<file path="config.mk">
export PLATFORM = sky130hd
export DESIGN_NAME = fetch_sequencer_flat
export DESIGN_NICKNAME = d
export VERILOG_FILES = /design/src/rtl/fetch_pkg.sv /design/src/rtl/fetch_if.sv /design/src/rtl/fetch_sequencer_wait_counter.sv /design/src/rtl/fetch_sequencer.sv /design/src/flat_wrapper.sv
export SDC_FILE = /design/constraint.sdc
export NUM_CORES = 1
export LEC_CHECK = 0
export ABC_CLOCK_PERIOD_IN_PS = 2000
export CORE_MARGIN = 2
export CORE_UTILIZATION = 37
export CTS_BUF_LIST = sky130_fd_sc_hd__clkbuf_16
export CTS_CLUSTER_DIAMETER = 120
export CTS_CLUSTER_SIZE = 24
export DETAILED_ROUTE_END_ITERATION = 10
export PLACE_DENSITY_LB_ADDON = 0.3
export RECOVER_POWER = 25
export SLEW_MARGIN = 10
export SYNTH_ARGS = -nofsm -noshare
export SYNTH_HDL_FRONTEND = slang
export SYNTH_SLANG_ARGS = --single-unit
</file>
<file path="constraint.sdc">
create_clock -name clk -period 2 [get_ports clk]
set_input_delay 0.2 -clock clk [delete_from_list [all_inputs] [get_ports clk]]
set_output_delay 0.2 -clock clk [all_outputs]
set_load 0.1 [all_outputs]
</file>
<file path="src/rtl/fetch_pkg.sv">
// -----------------------------------------------------------------------------
// fetch_pkg
//   Shared types and constants for the multicycle fetch sequencer.
//   - state_t     : fetch controller states (IDLE, REQ, HOLD, ERR)
//   - RESET_INSTR : value the held instruction register takes on reset
//   - WAIT_W      : width of the fetch wait counter
// -----------------------------------------------------------------------------
package fetch_pkg;

   typedef enum logic [1:0] {
      IDLE = 2'd0,
      REQ  = 2'd1,
      HOLD = 2'd2,
      ERR  = 2'd3
   } state_t;

   localparam int RESET_INSTR = 0;
   localparam int WAIT_W      = 8;

endpackage

</file>
<file path="src/rtl/fetch_if.sv">
// -----------------------------------------------------------------------------
// fetch_if
//   Bundles the instruction-memory request/ack port and the instruction
//   hand-off to decode/execute.
//   Ports (as seen from the master, i.e. the fetch sequencer):
//     imem_req    out  fetch request to instruction memory
//     imem_addr   out  fetch address
//     imem_ack    in   imem_rdata is valid this cycle
//     imem_rdata  in   fetched instruction word
//     instr       out  registered instruction for decode/execute
//     instr_valid out  instr is valid and offered
//     instr_ready in   decode/execute consumes instr this cycle (low = stall)
//
//   Handshake rules: memory side -- imem_ack is only meaningful while
//   imem_req is high; the word is taken on the first cycle with both high.
//   Decode side -- instr is transferred on a cycle where instr_valid and
//   instr_ready are both high; while instr_valid is high and instr_ready is
//   low, instr is held stable.
// -----------------------------------------------------------------------------
interface fetch_if #(
   parameter int ADDR_W = 32,
   parameter int DATA_W = 32
);
   logic              imem_req;
   logic [ADDR_W-1:0] imem_addr;
   logic              imem_ack;
   logic [DATA_W-1:0] imem_rdata;
   logic [DATA_W-1:0] instr;
   logic              instr_valid;
   logic              instr_ready;

   modport master (
      output imem_req, imem_addr, instr, instr_valid,
      input  imem_ack, imem_rdata, instr_ready
   );

   modport slave (
      input  imem_req, imem_addr, instr, instr_valid,
      output imem_ack, imem_rdata, instr_ready
   );
endinterface

</file>
<file path="src/rtl/fetch_sequencer_wait_counter.sv">
// -----------------------------------------------------------------------------
// wait_counter
//   Counts REQ cycles that went by without an ack and flags when the count
//   reaches MAX_WAIT-1 (the last cycle before a fetch timeout).
//   Ports:
//     clk, reset  clock and synchronous active-high reset
//     clear       return count to zero (takes priority over inc)
//     inc         increment count
//     count       current wait count
//     at_limit    count == MAX_WAIT-1
// -----------------------------------------------------------------------------
module wait_counter
   import fetch_pkg::*;
#(
   parameter int MAX_WAIT = 16
) (
   input  logic              clk,
   input  logic              reset,
   input  logic              clear,
   input  logic              inc,
   output logic [WAIT_W-1:0] count,
   output logic              at_limit
);

   always_ff @(posedge clk) begin
      if (reset) begin
         count <= '0;
      end else if (clear) begin
         count <= '0;
      end else if (inc) begin
         count <= count + WAIT_W'(1);
      end
   end

   assign at_limit = (count == WAIT_W'(MAX_WAIT - 1));

endmodule

</file>
<file path="src/rtl/fetch_sequencer.sv">
// -----------------------------------------------------------------------------
// fetch_sequencer
//   Multicycle fetch controller. Requests the instruction at pc, waits a
//   variable number of cycles for imem_ack, holds the fetched word for
//   decode/execute, and pulses pc_en for one cycle when that word is consumed.
//   A watchdog moves to a sticky error state if no ack arrives within
//   MAX_WAIT request cycles; only reset leaves that state.
//   Ports:
//     clk          system clock (rising edge)
//     reset        synchronous active-high reset
//     pc           current PC from the PC register
//     pc_en        one-cycle PC register write enable
//     bus          fetch_if.master: memory req/ack port + instr hand-off
//     timeout_err  sticky fetch-timeout flag
//     fsm_state    current controller state (observability)
//     wait_count   current wait counter value (observability)
// -----------------------------------------------------------------------------
module fetch_sequencer
   import fetch_pkg::*;
#(
   parameter int ADDR_W   = 32,
   parameter int DATA_W   = 32,
   parameter int MAX_WAIT = 16
) (
   input  logic              clk,
   input  logic              reset,
   input  logic [ADDR_W-1:0] pc,
   output logic              pc_en,
   fetch_if.master           bus,
   output logic              timeout_err,
   output state_t            fsm_state,
   output logic [WAIT_W-1:0] wait_count
);

   state_t            state;
   logic [DATA_W-1:0] instr_q;
   logic              err_q;
   logic              cnt_clear;
   logic              cnt_inc;
   logic              at_limit;

   // The counter only runs in REQ. It is cleared when the fetch ends either
   // way (ack or timeout) so every new REQ phase starts from zero.
   always_comb begin
      cnt_clear = 1'b0;
      cnt_inc   = 1'b0;
      if (state == REQ) begin
         cnt_clear = bus.imem_ack || at_limit;
         cnt_inc   = !bus.imem_ack && !at_limit;
      end
   end

   wait_counter #(
      .MAX_WAIT (MAX_WAIT)
   ) u_wait_counter (
      .clk      (clk),
      .reset    (reset),
      .clear    (cnt_clear),
      .inc      (cnt_inc),
      .count    (wait_count),
      .at_limit (at_limit)
   );

   always_ff @(posedge clk) begin
      if (reset) begin
         state   <= IDLE;
         instr_q <= DATA_W'(RESET_INSTR);
         err_q   <= 1'b0;
      end else begin
         unique case (state)
            IDLE: state <= REQ;
            REQ: begin
               // An ack on the threshold cycle still completes the fetch.
               if (bus.imem_ack) begin
                  instr_q <= bus.imem_rdata;
                  state   <= HOLD;
               end else if (at_limit) begin
                  err_q <= 1'b1;
                  state <= ERR;
               end
            end
            HOLD: begin
               if (bus.instr_ready) begin
                  state <= REQ;
               end
            end
            ERR: state <= ERR;
            default: state <= IDLE;
         endcase
      end
   end

   // pc only changes on a pc_en edge, which can only occur leaving HOLD, so
   // pc is stable for the whole REQ phase and can be passed straight through.
   assign bus.imem_addr   = pc;
   assign bus.imem_req    = (state == REQ);
   assign bus.instr       = instr_q;
   assign bus.instr_valid = (state == HOLD);
   // The PC register advances in the same cycle decode consumes instr.
   assign pc_en           = (state == HOLD) && bus.instr_ready;
   assign timeout_err     = err_q;
   assign fsm_state       = state;

endmodule
</file>
<file path="src/flat_wrapper.sv">
// flat-port wrapper written by rule: the top's interface ports become plain ports
module fetch_sequencer_flat import fetch_pkg::*;
#(
   parameter int ADDR_W   = 32,
   parameter int DATA_W   = 32,
   parameter int MAX_WAIT = 16
)
  (clk, reset, pc, pc_en, timeout_err, fsm_state, wait_count, bus_imem_req, bus_imem_addr, bus_instr, bus_instr_valid, bus_imem_ack, bus_imem_rdata, bus_instr_ready);
  fetch_if #(.ADDR_W(ADDR_W), .DATA_W(DATA_W)) bus_i ();
  input  logic clk;
  input  logic reset;
  input  logic [ADDR_W-1:0] pc;
  output logic pc_en;
  output logic timeout_err;
  output state_t fsm_state;
  output logic [WAIT_W-1:0] wait_count;
  output wire logic [$bits(bus_i.imem_req)-1:0] bus_imem_req;
  output wire logic [$bits(bus_i.imem_addr)-1:0] bus_imem_addr;
  output wire logic [$bits(bus_i.instr)-1:0] bus_instr;
  output wire logic [$bits(bus_i.instr_valid)-1:0] bus_instr_valid;
  input wire logic [$bits(bus_i.imem_ack)-1:0] bus_imem_ack;
  input wire logic [$bits(bus_i.imem_rdata)-1:0] bus_imem_rdata;
  input wire logic [$bits(bus_i.instr_ready)-1:0] bus_instr_ready;
  assign bus_imem_req = bus_i.imem_req;
  assign bus_imem_addr = bus_i.imem_addr;
  assign bus_instr = bus_i.instr;
  assign bus_instr_valid = bus_i.instr_valid;
  assign bus_i.imem_ack = bus_imem_ack;
  assign bus_i.imem_rdata = bus_imem_rdata;
  assign bus_i.instr_ready = bus_instr_ready;
  fetch_sequencer #(.ADDR_W(ADDR_W), .DATA_W(DATA_W), .MAX_WAIT(MAX_WAIT)) u_core (.clk(clk), .reset(reset), .pc(pc), .pc_en(pc_en), .bus(bus_i), .timeout_err(timeout_err), .fsm_state(fsm_state), .wait_count(wait_count));
endmodule
</file>
==> metrics.md <==
| Metric | Value |
|---|---|
| Hold Vio Cnt, Final | 0 |
| Synth Warn # | 0 |
| Maximum level of the CTS H-tree | 2 |
| GRT overflow | 0 |
| R2R depth | 5 |
| Max capacitance violation total | 0 |
| Skew-Pair Late Insertion Delay | 0.27 ns |
| Final weighted congestion in routability-driven placement | ~0.77 |
| Port bufs | 81 |
| Leak | ~1.1 nW |
| Largest area contributor in the netlist | dfxtp_1 |
| Hold Path Stages | 0 |
| R2R Setup Slk | between 0.5 and 0.6 ns |
| Worst R2R End | u_core.u_wait_counter.count[3] |
| Min Hold Slack | approximately 0.4 ns |
| CTS resizes | 0 |
| Yosys top cell area share | between 40% and 50% |
| Synth Area in Simple Gates | 24.4% |
| Cell area after synthesis | 1970 sq um |
| Crit path arrival time | around 1.3 ns |
| Most common flop cell mapped by yosys | dfxtp_1 |
| Routed wire length per instance | 11.9 microns |
| Antenna cells | 0 |
| Mapped Avg Cell Area | a little over 8 sq um |
| Skew final | around 0.0039 ns |
| Slowest stage delay, CP | 0.38 ns |
| Final core occ | between 50% and 60% |
| Post-CTS setup buffers | 0 |
| DRC errors left | 0 |
| Most numerous cell in the Yosys netlist | nand2_1 |
| Vias in the first global route | between 1000 and 1500 |
| CTS Sinks | 43 |
| CTS Buf Count | 5 |
| Ys async rst share | 0% |
| Final layout net count | ~360 |
| Synth Area in Compound Gates | between 10% and 20% |
| Worst setup SP type | register |
| Critical path launch point | u_core.fsm_state[0] |
| CP required | roughly 1.8 ns |
| Number of flops mapped to enable cells by yosys | 0 |
| First-pass GRT wire length | 6.93 mm |
| CTS Hold Bufs | 0 |
| Layout cells sized above 1 | 25.3% |
| Area of the core | a little over 5000 sq um |
| Die Area | slightly below 6000 sq um |
| Ranking of synthesized cells by area | dfxtp_1 (44%), nand2_1 (14%), buf_4 (13%) |
| P&R area growth vs syn | 33.6% |
| Initial DRC count | 61 |
| DR pass1 iterations | 4 |
| CP Capture Point | pc_en |
| I/O pin cnt | 146 |
| Synth Register Bits | 43 |
| Slowest library cell on the worst path | dfxtp_2 |
| WS Path Type | reg2out |
| Post-route ant nets | 0 |
| Synthesized net count | 306 |
| Power density over the cells | 839 nW/um^2 |
| Final cycle utilization of the critical path | between 70% and 80% |
| Vias per cell | about 4.5 |
| Adder-cell area share of the yosys netlist | less than 1% |
| RSZ-0062 raised after global routing | no |
| Status | completed |
| Die Width | 76.9 microns |
| Hold Crit Class | in2out |
| Xor/xnor share of the synthesized area | 1.34% |
| Largest family of logic cells by synthesized area | simple AND/OR/NAND/NOR gates |
| Antenna violations before repair | 0 |
| Final HPWL DP | ~3.1 mm |
| Synth cell types | 30 |
| Routed Wire Length | around 4.3 mm |
| Placed inst area | roughly 2500 sq um |
| Endpoint class of the critical path | output port |
| R2r startpoint | u_core.u_wait_counter.count[0] |
| Crit path time final | roughly 1.5 ns |
| Starting Density | 38.5% |
| CTS max path bufs | 2 |
| Final setup viols | 0 |
| Largest net degree at the start of global routing | 22 |
| Commonest cells in the netlist | nand2_1 (72), dfxtp_1 (43), a21oi_1 (36), buf_4 (33), nor2_1 (7) |
| Fin area | 2630 sq um |
| Gr usage total | 14.3% |
| CTS root buf | clkbuf_16 |
| Core Rows | 26 |
| Synth Instances | roughly 240 |
| Clk slew on worst S/H paths | 0.06 ns |
| Share of the yosys chip area belonging to registers | between 40% and 50% |
| Max frequency | 673 MHz |
| Worst Path Max Fanout | 5 |
| DIE HEIGHT | 76.9 microns |
| Worst Max-Slew Pin Slew | approximately 0.43 ns |
| Vias | 1620 |
| Largest vdd supply drop | approximately 0.33 mV |
| TritonCTS clock tree | yes |
| Rel. slew slack | ~71% |
| Post-synthesis mux area share | less than 1% |
| Pins Over Slew Limit | 0 |
| Worst-path cell chain | and2b_2 > and2_2 > buf_12 |
## metrics by stage
stage	instances	setup WS (ns)	TNS, ns	power [mW]
floorplan	237	-0.00663	-0.00663	1.63
global placement	350	0.392	0	1.48
detailed placement	350	0.359	0	1.48
CTS	358	0.497	0	2.25
global route	358	0.416	0	2.31
finish	358	0.515	0	2.20
## worst min path at each step
stage | start | to | slack, ns
finish | pc[15] | bus_imem_addr[15] | 0.40
CTS | pc[28] | bus_imem_addr[28] | 0.40
floorplan | bus_imem_rdata[0] | u_core.bus.instr[0] | 0.34
global placement | pc[28] | bus_imem_addr[28] | 0.40
global route | pc[18] | bus_imem_addr[18] | 0.40
detailed placement | pc[28] | bus_imem_addr[28] | 0.40
## cells by family after synthesis
family / after synthesis
buf+inv: 48
xor+xnor: 3
compound gates: 43
simple gates: 98
flops: 43
fa+ha+maj: 1
mux: 1
## report_power, final
part / switching, mW / internal, mW / total [mW] / leakage [nW]
clock network: 0.293 / 0.449 / 0.742 / 0.0701
logic: 0.393 / 0.152 / 0.545 / 0.697
registers: 0.0228 / 0.894 / 0.917 / 0.351
total: 0.709 / 1.50 / 2.20 / 1.12
## layout make-up
type,count,area (sq um)
fillers,501,2480
flip-flops and latches,43,866
multi-input cells,146,769
repair buffers,87,753
clock buffers,5,125
well taps,70,87.6
inverters,4,15.0
clock inverters,3,11.3
## layer usage
layer / GRT usage [%] / share of wire, %
met5: 0 / 0
met2: 23.1 / 45
met1: 17.5 / 46
met4: 5.64 / 1.8
met3: 4.82 / 6.3
## cell usage in the layout, fill, tap and decap left out, drive strengths merged, types with 2 or more instances in the layout
cell,instances
nor4,3
clkbuf,5
a21oi,37
and2,2
nand3,4
nand2,72
nor3,3
a31oi,2
dfxtp,43
nor2,8
clkdlybuf4s50,35
clkinv,2
xnor2,3
buf,52
inv,5
nand2b,2
## critical path, delay by kind of cell (launching register included)
kind                   cells  cell delay (ns)
buffers and inverters      1             0.16
and+or+nand+nor            2             0.46
DFF                        1             0.38
## flip-flops by register name, indices dropped and copies added (netlist names)
name / flops
u_core.fsm_state: 2
u_core.u_wait_counter.count: 8
u_core.timeout_err: 1
u_core.bus.instr: 32
(Power assumes the default switching activity.)
